===== config.mk =====
export PLATFORM = sky130hd
export DESIGN_NAME = fft_iter_frame_sequencer
export DESIGN_NICKNAME = d
export VERILOG_FILES = /design/src/rtl/fft_iter_frame_sequencer_pkg.sv /design/src/rtl/fft_bit_reverse.sv /design/src/rtl/fft_iter_frame_sequencer.sv
export SDC_FILE = /design/constraint.sdc
export NUM_CORES = 1
export LEC_CHECK = 0
export CORE_AREA = 8 8 64 66
export CTS_CLUSTER_DIAMETER = 80
export CTS_CLUSTER_SIZE = 30
export DETAILED_ROUTE_END_ITERATION = 8
export DIE_AREA = 0 0 72 74
export PLACE_DENSITY = 0.81
export SLEW_MARGIN = 5
export SYNTH_ARGS = -nofsm -noshare
export SYNTH_HDL_FRONTEND = slang
export SYNTH_HIERARCHICAL = 1
export SYNTH_SLANG_ARGS = --single-unit

===== constraint.sdc =====
create_clock -name CLK -period 2.85 [get_ports CLK]
set_clock_uncertainty 0.2 [all_clocks]
set_input_delay 0.285 -clock CLK [delete_from_list [all_inputs] [get_ports CLK]]
set_output_delay 0.285 -clock CLK [all_outputs]
set_load 0.02 [all_outputs]

===== src/rtl/fft_iter_frame_sequencer_pkg.sv =====
// Shared encodings for the iterative FFT frame sequencer: FSM states, RAM owner codes
// and the state-to-owner mapping used to drive the RAM port mux.
package fft_iter_frame_sequencer_pkg;

    localparam logic [2:0] S_IDLE    = 3'd0;
    localparam logic [2:0] S_LOAD    = 3'd1;
    localparam logic [2:0] S_START   = 3'd2;
    localparam logic [2:0] S_COMPUTE = 3'd3;
    localparam logic [2:0] S_DRAIN   = 3'd4;
    localparam logic [2:0] S_UNLOAD  = 3'd5;

    typedef enum logic [1:0] {
        SEL_LOAD = 2'd0,
        SEL_BUT  = 2'd1,
        SEL_UNLD = 2'd2
    } ram_sel_e;

    function automatic ram_sel_e sel_for_state(input logic [2:0] st);
        ram_sel_e sel;
        case (st)
            S_START, S_COMPUTE, S_DRAIN: sel = SEL_BUT;
            S_UNLOAD:                    sel = SEL_UNLD;
            default:                     sel = SEL_LOAD;
        endcase
        return sel;
    endfunction

endpackage


===== src/rtl/fft_bit_reverse.sv =====
// Combinational bit-order reversal of an address; shared by the sample loader and the
// butterfly address generator.
module fft_bit_reverse #(
    parameter int WL = 5
) (
    input  logic [WL-1:0] addr,
    output logic [WL-1:0] rev
);

    // Mirror bit i onto bit WL-1-i
    always_comb begin
        for (int i = 0; i < WL; i++) begin
            rev[i] = addr[WL-1-i];
        end
    end

endmodule


===== src/rtl/fft_iter_frame_sequencer.sv =====
// Frame scheduler for the iterative FFT core: hands the shared sample RAM to the loader,
// the butterfly engine and the unloader in turn, and starts/monitors the control unit.
module fft_iter_frame_sequencer
    import fft_iter_frame_sequencer_pkg::*;
#(
    parameter int LAYERS        = 5,
    parameter int BUTTERFLYES   = 16,
    parameter int LayWL         = 3,
    parameter int ButtWL        = 4,
    parameter int BUT_CLK_CYCLE = 5,
    parameter int DRAIN_CYC     = BUT_CLK_CYCLE,
    parameter int BITREV_IN     = 1,
    localparam int AddrWL       = ButtWL + 1
) (
    input  logic              CLK,
    input  logic              RST,
    input  logic              EN,
    input  logic              IN_VALID,
    output logic              IN_READY,
    output logic [AddrWL-1:0] IN_ADDR,
    output logic              CU_START,
    input  logic              CU_LAY_EN,
    output logic              OUT_VALID,
    input  logic              OUT_READY,
    output logic [AddrWL-1:0] OUT_ADDR,
    output logic              OUT_LAST,
    output logic [1:0]        RAM_SEL,
    output logic              BUSY,
    output logic              DONE
);

    localparam int N       = 2 * BUTTERFLYES;
    localparam int DrainWL = $clog2(DRAIN_CYC + 1);
    localparam logic [AddrWL-1:0]  LAST_ADDR  = AddrWL'(N - 1);
    localparam logic [LayWL-1:0]   LAST_LAYER = LayWL'(LAYERS - 1);
    localparam logic [DrainWL-1:0] DRAIN_LOAD = DrainWL'(DRAIN_CYC - 1);

    logic [2:0]         state_r, state_s;
    logic [AddrWL-1:0]  in_cnt_r, in_cnt_s;
    logic [AddrWL-1:0]  out_cnt_r, out_cnt_s;
    logic [LayWL-1:0]   lay_cnt_r, lay_cnt_s;
    logic [DrainWL-1:0] drain_cnt_r, drain_cnt_s;
    logic               cu_start_r, cu_start_s;
    logic               done_r, done_s;
    logic               busy_r;
    logic               out_last_r;
    ram_sel_e           ram_sel_r;
    logic [AddrWL-1:0]  in_rev_s;

    fft_bit_reverse #(.WL(AddrWL)) u_in_rev (
        .addr (in_cnt_r),
        .rev  (in_rev_s)
    );

    assign IN_READY  = (state_r == S_LOAD) & EN;
    assign OUT_VALID = (state_r == S_UNLOAD) & EN;
    assign IN_ADDR   = (BITREV_IN != 0) ? in_rev_s : in_cnt_r;
    assign OUT_ADDR  = out_cnt_r;
    assign OUT_LAST  = out_last_r;
    assign CU_START  = cu_start_r;
    assign RAM_SEL   = ram_sel_r;
    assign BUSY      = busy_r;
    assign DONE      = done_r;

    // Next-state and counter update; everything freezes while EN is low, pulses never stretch
    always_comb begin
        state_s     = state_r;
        in_cnt_s    = in_cnt_r;
        out_cnt_s   = out_cnt_r;
        lay_cnt_s   = lay_cnt_r;
        drain_cnt_s = drain_cnt_r;
        cu_start_s  = 1'b0;
        done_s      = 1'b0;
        if (EN) begin
            case (state_r)
                S_IDLE: state_s = S_LOAD;
                S_LOAD: begin
                    if (IN_VALID) begin
                        if (in_cnt_r == LAST_ADDR) begin
                            state_s    = S_START;
                            in_cnt_s   = AddrWL'(0);
                            cu_start_s = 1'b1;
                        end else begin
                            in_cnt_s = in_cnt_r + AddrWL'(1);
                        end
                    end else begin
                        in_cnt_s = in_cnt_r;
                    end
                end
                S_START: begin
                    // The start pulse must be seen in an enabled cycle; if EN dropped under it, reissue
                    if (cu_start_r) begin
                        state_s   = S_COMPUTE;
                        lay_cnt_s = LayWL'(0);
                    end else begin
                        cu_start_s = 1'b1;
                    end
                end
                S_COMPUTE: begin
                    if (CU_LAY_EN) begin
                        if (lay_cnt_r == LAST_LAYER) begin
                            state_s     = S_DRAIN;
                            lay_cnt_s   = LayWL'(0);
                            drain_cnt_s = DRAIN_LOAD;
                        end else begin
                            lay_cnt_s = lay_cnt_r + LayWL'(1);
                        end
                    end else begin
                        lay_cnt_s = lay_cnt_r;
                    end
                end
                S_DRAIN: begin
                    if (drain_cnt_r == DrainWL'(0)) begin
                        state_s   = S_UNLOAD;
                        out_cnt_s = AddrWL'(0);
                    end else begin
                        drain_cnt_s = drain_cnt_r - DrainWL'(1);
                    end
                end
                S_UNLOAD: begin
                    if (OUT_READY) begin
                        if (out_cnt_r == LAST_ADDR) begin
                            state_s   = S_IDLE;
                            out_cnt_s = AddrWL'(0);
                            done_s    = 1'b1;
                        end else begin
                            out_cnt_s = out_cnt_r + AddrWL'(1);
                        end
                    end else begin
                        out_cnt_s = out_cnt_r;
                    end
                end
                default: state_s = S_IDLE;
            endcase
        end else begin
            state_s = state_r;
        end
    end

    // State, counters and registered outputs; RAM owner changes on the same edge as the state
    always_ff @(posedge CLK or posedge RST) begin
        if (RST) begin
            state_r     <= S_IDLE;
            in_cnt_r    <= AddrWL'(0);
            out_cnt_r   <= AddrWL'(0);
            lay_cnt_r   <= LayWL'(0);
            drain_cnt_r <= DrainWL'(0);
            cu_start_r  <= 1'b0;
            done_r      <= 1'b0;
            busy_r      <= 1'b0;
            out_last_r  <= 1'b0;
            ram_sel_r   <= SEL_LOAD;
        end else begin
            state_r     <= state_s;
            in_cnt_r    <= in_cnt_s;
            out_cnt_r   <= out_cnt_s;
            lay_cnt_r   <= lay_cnt_s;
            drain_cnt_r <= drain_cnt_s;
            cu_start_r  <= cu_start_s;
            done_r      <= done_s;
            busy_r      <= (state_s != S_IDLE);
            out_last_r  <= (state_s == S_UNLOAD) && (out_cnt_s == LAST_ADDR);
            ram_sel_r   <= sel_for_state(state_s);
        end
    end

endmodule


==> results of run 1 <==
worst register-to-register path, delay by kind of cell, from the launching register on:
kind	cells	cell delay, ps
AOI/OAI and AO/OA	2	380
and+or+nand+nor	4	780
adders and majority gates	2	520
DFF	1	460
worst max path at each step:
| stage | endpoint | slack [ps] | cells after the start |
|---|---|---|---|
| 2_1_floorplan | BUSY | 580 | 7 |
| 3_3_place_gp | IN_READY | 370 | 4 |
| 3_5_place_dp | IN_READY | 310 | 4 |
| 4_1_cts | OUT_VALID | 170 | 3 |
| 5_1_grt | OUT_VALID | 30 | 3 |
| 6_report | OUT_VALID | 180 | 3 |
power breakdown:
part / total [mW] / internal (mW) / switching [mW]
Sequential: 0.454 / 0.391 / 0.0627
Combinational: 0.250 / 0.119 / 0.131
Clock: 0.159 / 0.0526 / 0.107
stage by stage:
step	power (mW)	utilization, %	instance area, sq um
CTS	0.871	54.0	1720
detailed placement	0.712	53.1	1690
global route	0.924	54.0	1720
global placement	0.700	53.1	1690
floorplan	0.639	-	1470
finish	0.863	54.0	1720
cell type report:
cell class | count | area, sq um
fillers | 297 | 1460
multi-input cells | 109 | 718
flip-flops and latches | 25 | 626
repair buffers | 24 | 238
well taps | 46 | 57.6
inverters | 13 | 48.8
clock buffers | 3 | 22.5
clock inverters | 1 | 5.00
registers in the layout, summed over array words and instances, names as in the netlist:
register     count
DONE             1
state_r          3
RAM_SEL          2
drain_cnt_r      3
OUT_LAST         1
lay_cnt_r        3
BUSY             1
in_cnt_r         5
OUT_ADDR         5
CU_START         1
cell usage in the layout (no fill, tap or decap):
master / n
nor3_1: 5
nor2b_1: 3
o21ai_0: 12
or4_1: 1
o31ai_1: 1
nor2b_4: 1
o221a_2: 1
nor4bb_1: 1
and3b_1: 2
ha_1: 8
clkinv_2: 1
and3_1: 6
a311o_1: 1
a32o_1: 1
o2111ai_1: 1
nor2_1: 10
nand4_1: 1
clkbuf_4: 3
o22ai_1: 2
nand3b_1: 2
nand3_1: 7
dfrtp_1: 25
a21oi_1: 6
a32oi_1: 1
a41oi_2: 1
a41o_1: 2
a21o_1: 2
xnor2_1: 1
inv_1: 13
mux2_2: 4
nor4b_1: 1
nand2b_1: 2
buf_4: 1
a22o_1: 2
and2_1: 1
clkdlybuf4s50_1: 23
nand2_1: 16
a31oi_1: 4
metal layers:
metal | wire (um) | GRT usage [%] | up-vias
li1 | - | - | 595
met1 | 1290 | 12.5 | 591
met2 | 1480 | 21.0 | 35
met3 | 187 | 2.96 | 4
met4 | 46 | 5.90 | 0
met5 | 0 | 0 | -
cell families after synthesis:
| logic type | count (synthesis) | share of synthesized area, % |
|---|---|---|
| xor gates and xnor gates | 1 | 0.596 |
| AOI/OAI and AO/OA | 37 | 17.2 |
| and+or+nand+nor | 59 | 21.2 |
| adders and majority gates | 8 | 6.81 |
| muxes | 4 | 3.07 |
| DFF | 25 | 42.6 |
| buffers and inverters | 25 | 8.52 |
==> results.ini, run 1 <==
[placed_design]
dp_worst_setup_slack_ps=311
place.gp.congestion=0.858
post-dp-hpwl_um=2310
dp.cells=217
numPortBuffers=23

[finish]
final_nets=190
synthToLayoutAreaGrowth_pct=16.8
insertedDiodeCount=0
drive_gt1_share_pct=6.86
fin_cells=221

[die]
initial_utilization_pct=46.2
core_area_sq_um=3180
fp-row-count=21
dieArea_sq_um=5330
die_x_um=72
die_h_um=74
io_pins=24

[setup_path]
r2r_cells=8
endpoint_kind=primary output
critPathKind=reg -> out
worstPathCellList=nor2b_4 > and3_1 > clkdlybuf4s50_1
crit_required_ps=2370
cp_top_family=flip-flops
r2r_setup_slack_ps=410
timing.rr.start=OUT_ADDR[0]
crit_buf_inv=1
arrival_ps=2180
rr_endpoint=OUT_LAST
critPathMaxStageDelay_ps=650
timing.critical_path.from=state_r[0]
cp_max_fo=16
start_kind=flop
crit_slowest_cell=dfrtp_1

[cts]
post_cts_buffers=0
cts_root_buf=clkbuf_4
cts.sink_count=25
cts_buffer_depth=2
cts_hold_buf=0
cts-buffers-inserted=3
cts_tree=built
insertion_delay_ps=320
ctsResizeCount=0
cts-htree-levels=1
clk_pin_slew_ps=140

[global_route]
grt_pass1_wl_um=4970
grt_max_degree=26
antenna_found_initial=0
grt_pass1_vias=1160
overflow=0
grt_usage_pct=11.7

[timing]
hold_viol_final=0
max_freq_ghz=0.375
setup_viol=0
slew_headroom_pct=69.1
holdWs_ps=92.0
fin_crit_sh_pct=93.6
finalMaxSlewViolations=0
rsz0062_at_grt=no
finalSetupTns_ps=0
fin_ws_ps=183
period_needed_ps=2670
worst-slew-pin-transition_ps=456

[logic_synthesis]
async_flop_share_pct=100
synth_most_common_cell=dfrtp_1
synth_common_cells=dfrtp_1, nand2_1, inv_1
synth_flop_cell=dfrtp_1
ys_ff_latch=25
ys_seq_area_share_pct=42.6
synth.avg_cell_area_sq_um=9.24
synth_top_area_share_pct=42.6
ys_warn_count=6
synth-edff-count=0
synth_cell_types=38
yosysTopAreaCell=dfrtp_1
synth_cells=159
synth_fp_nets=173
netlist_top_cells_area=dfrtp_1, ha_1, o21ai_0, nand2_1, inv_1
syn_area_sq_um=1470

[pwr]
p_leak_nw=0.802
p_per_area_nw_per_um2=503
peakVddDrop_v=0.000279

[status]
status=finished, final reports clean

[detailed_routing]
ant_nets=0
wl_um=3000
num_vias=1225
routedWlPerCell_um=13.6
first_pass_iters=5
viasPerCell=5.54
drc=0
drt_iter0_markers=144

[job]
max-cap-violations=0

[worst_hold_path]
min_path_type=in -> async

Power figures use the tool's default switching activity.
==> run 2, diff against run 1 <==
--- a/config.mk
+++ b/config.mk
@@ -5,6 +5,7 @@
 export SDC_FILE = /design/constraint.sdc
 export NUM_CORES = 1
 export LEC_CHECK = 0
+export CAP_MARGIN = 25
 export CORE_AREA = 8 8 64 66
 export CTS_CLUSTER_DIAMETER = 80
 export CTS_CLUSTER_SIZE = 30
==> results of run 2 <==
No change in the layout: final DEF, timing and power equal those of run 1.
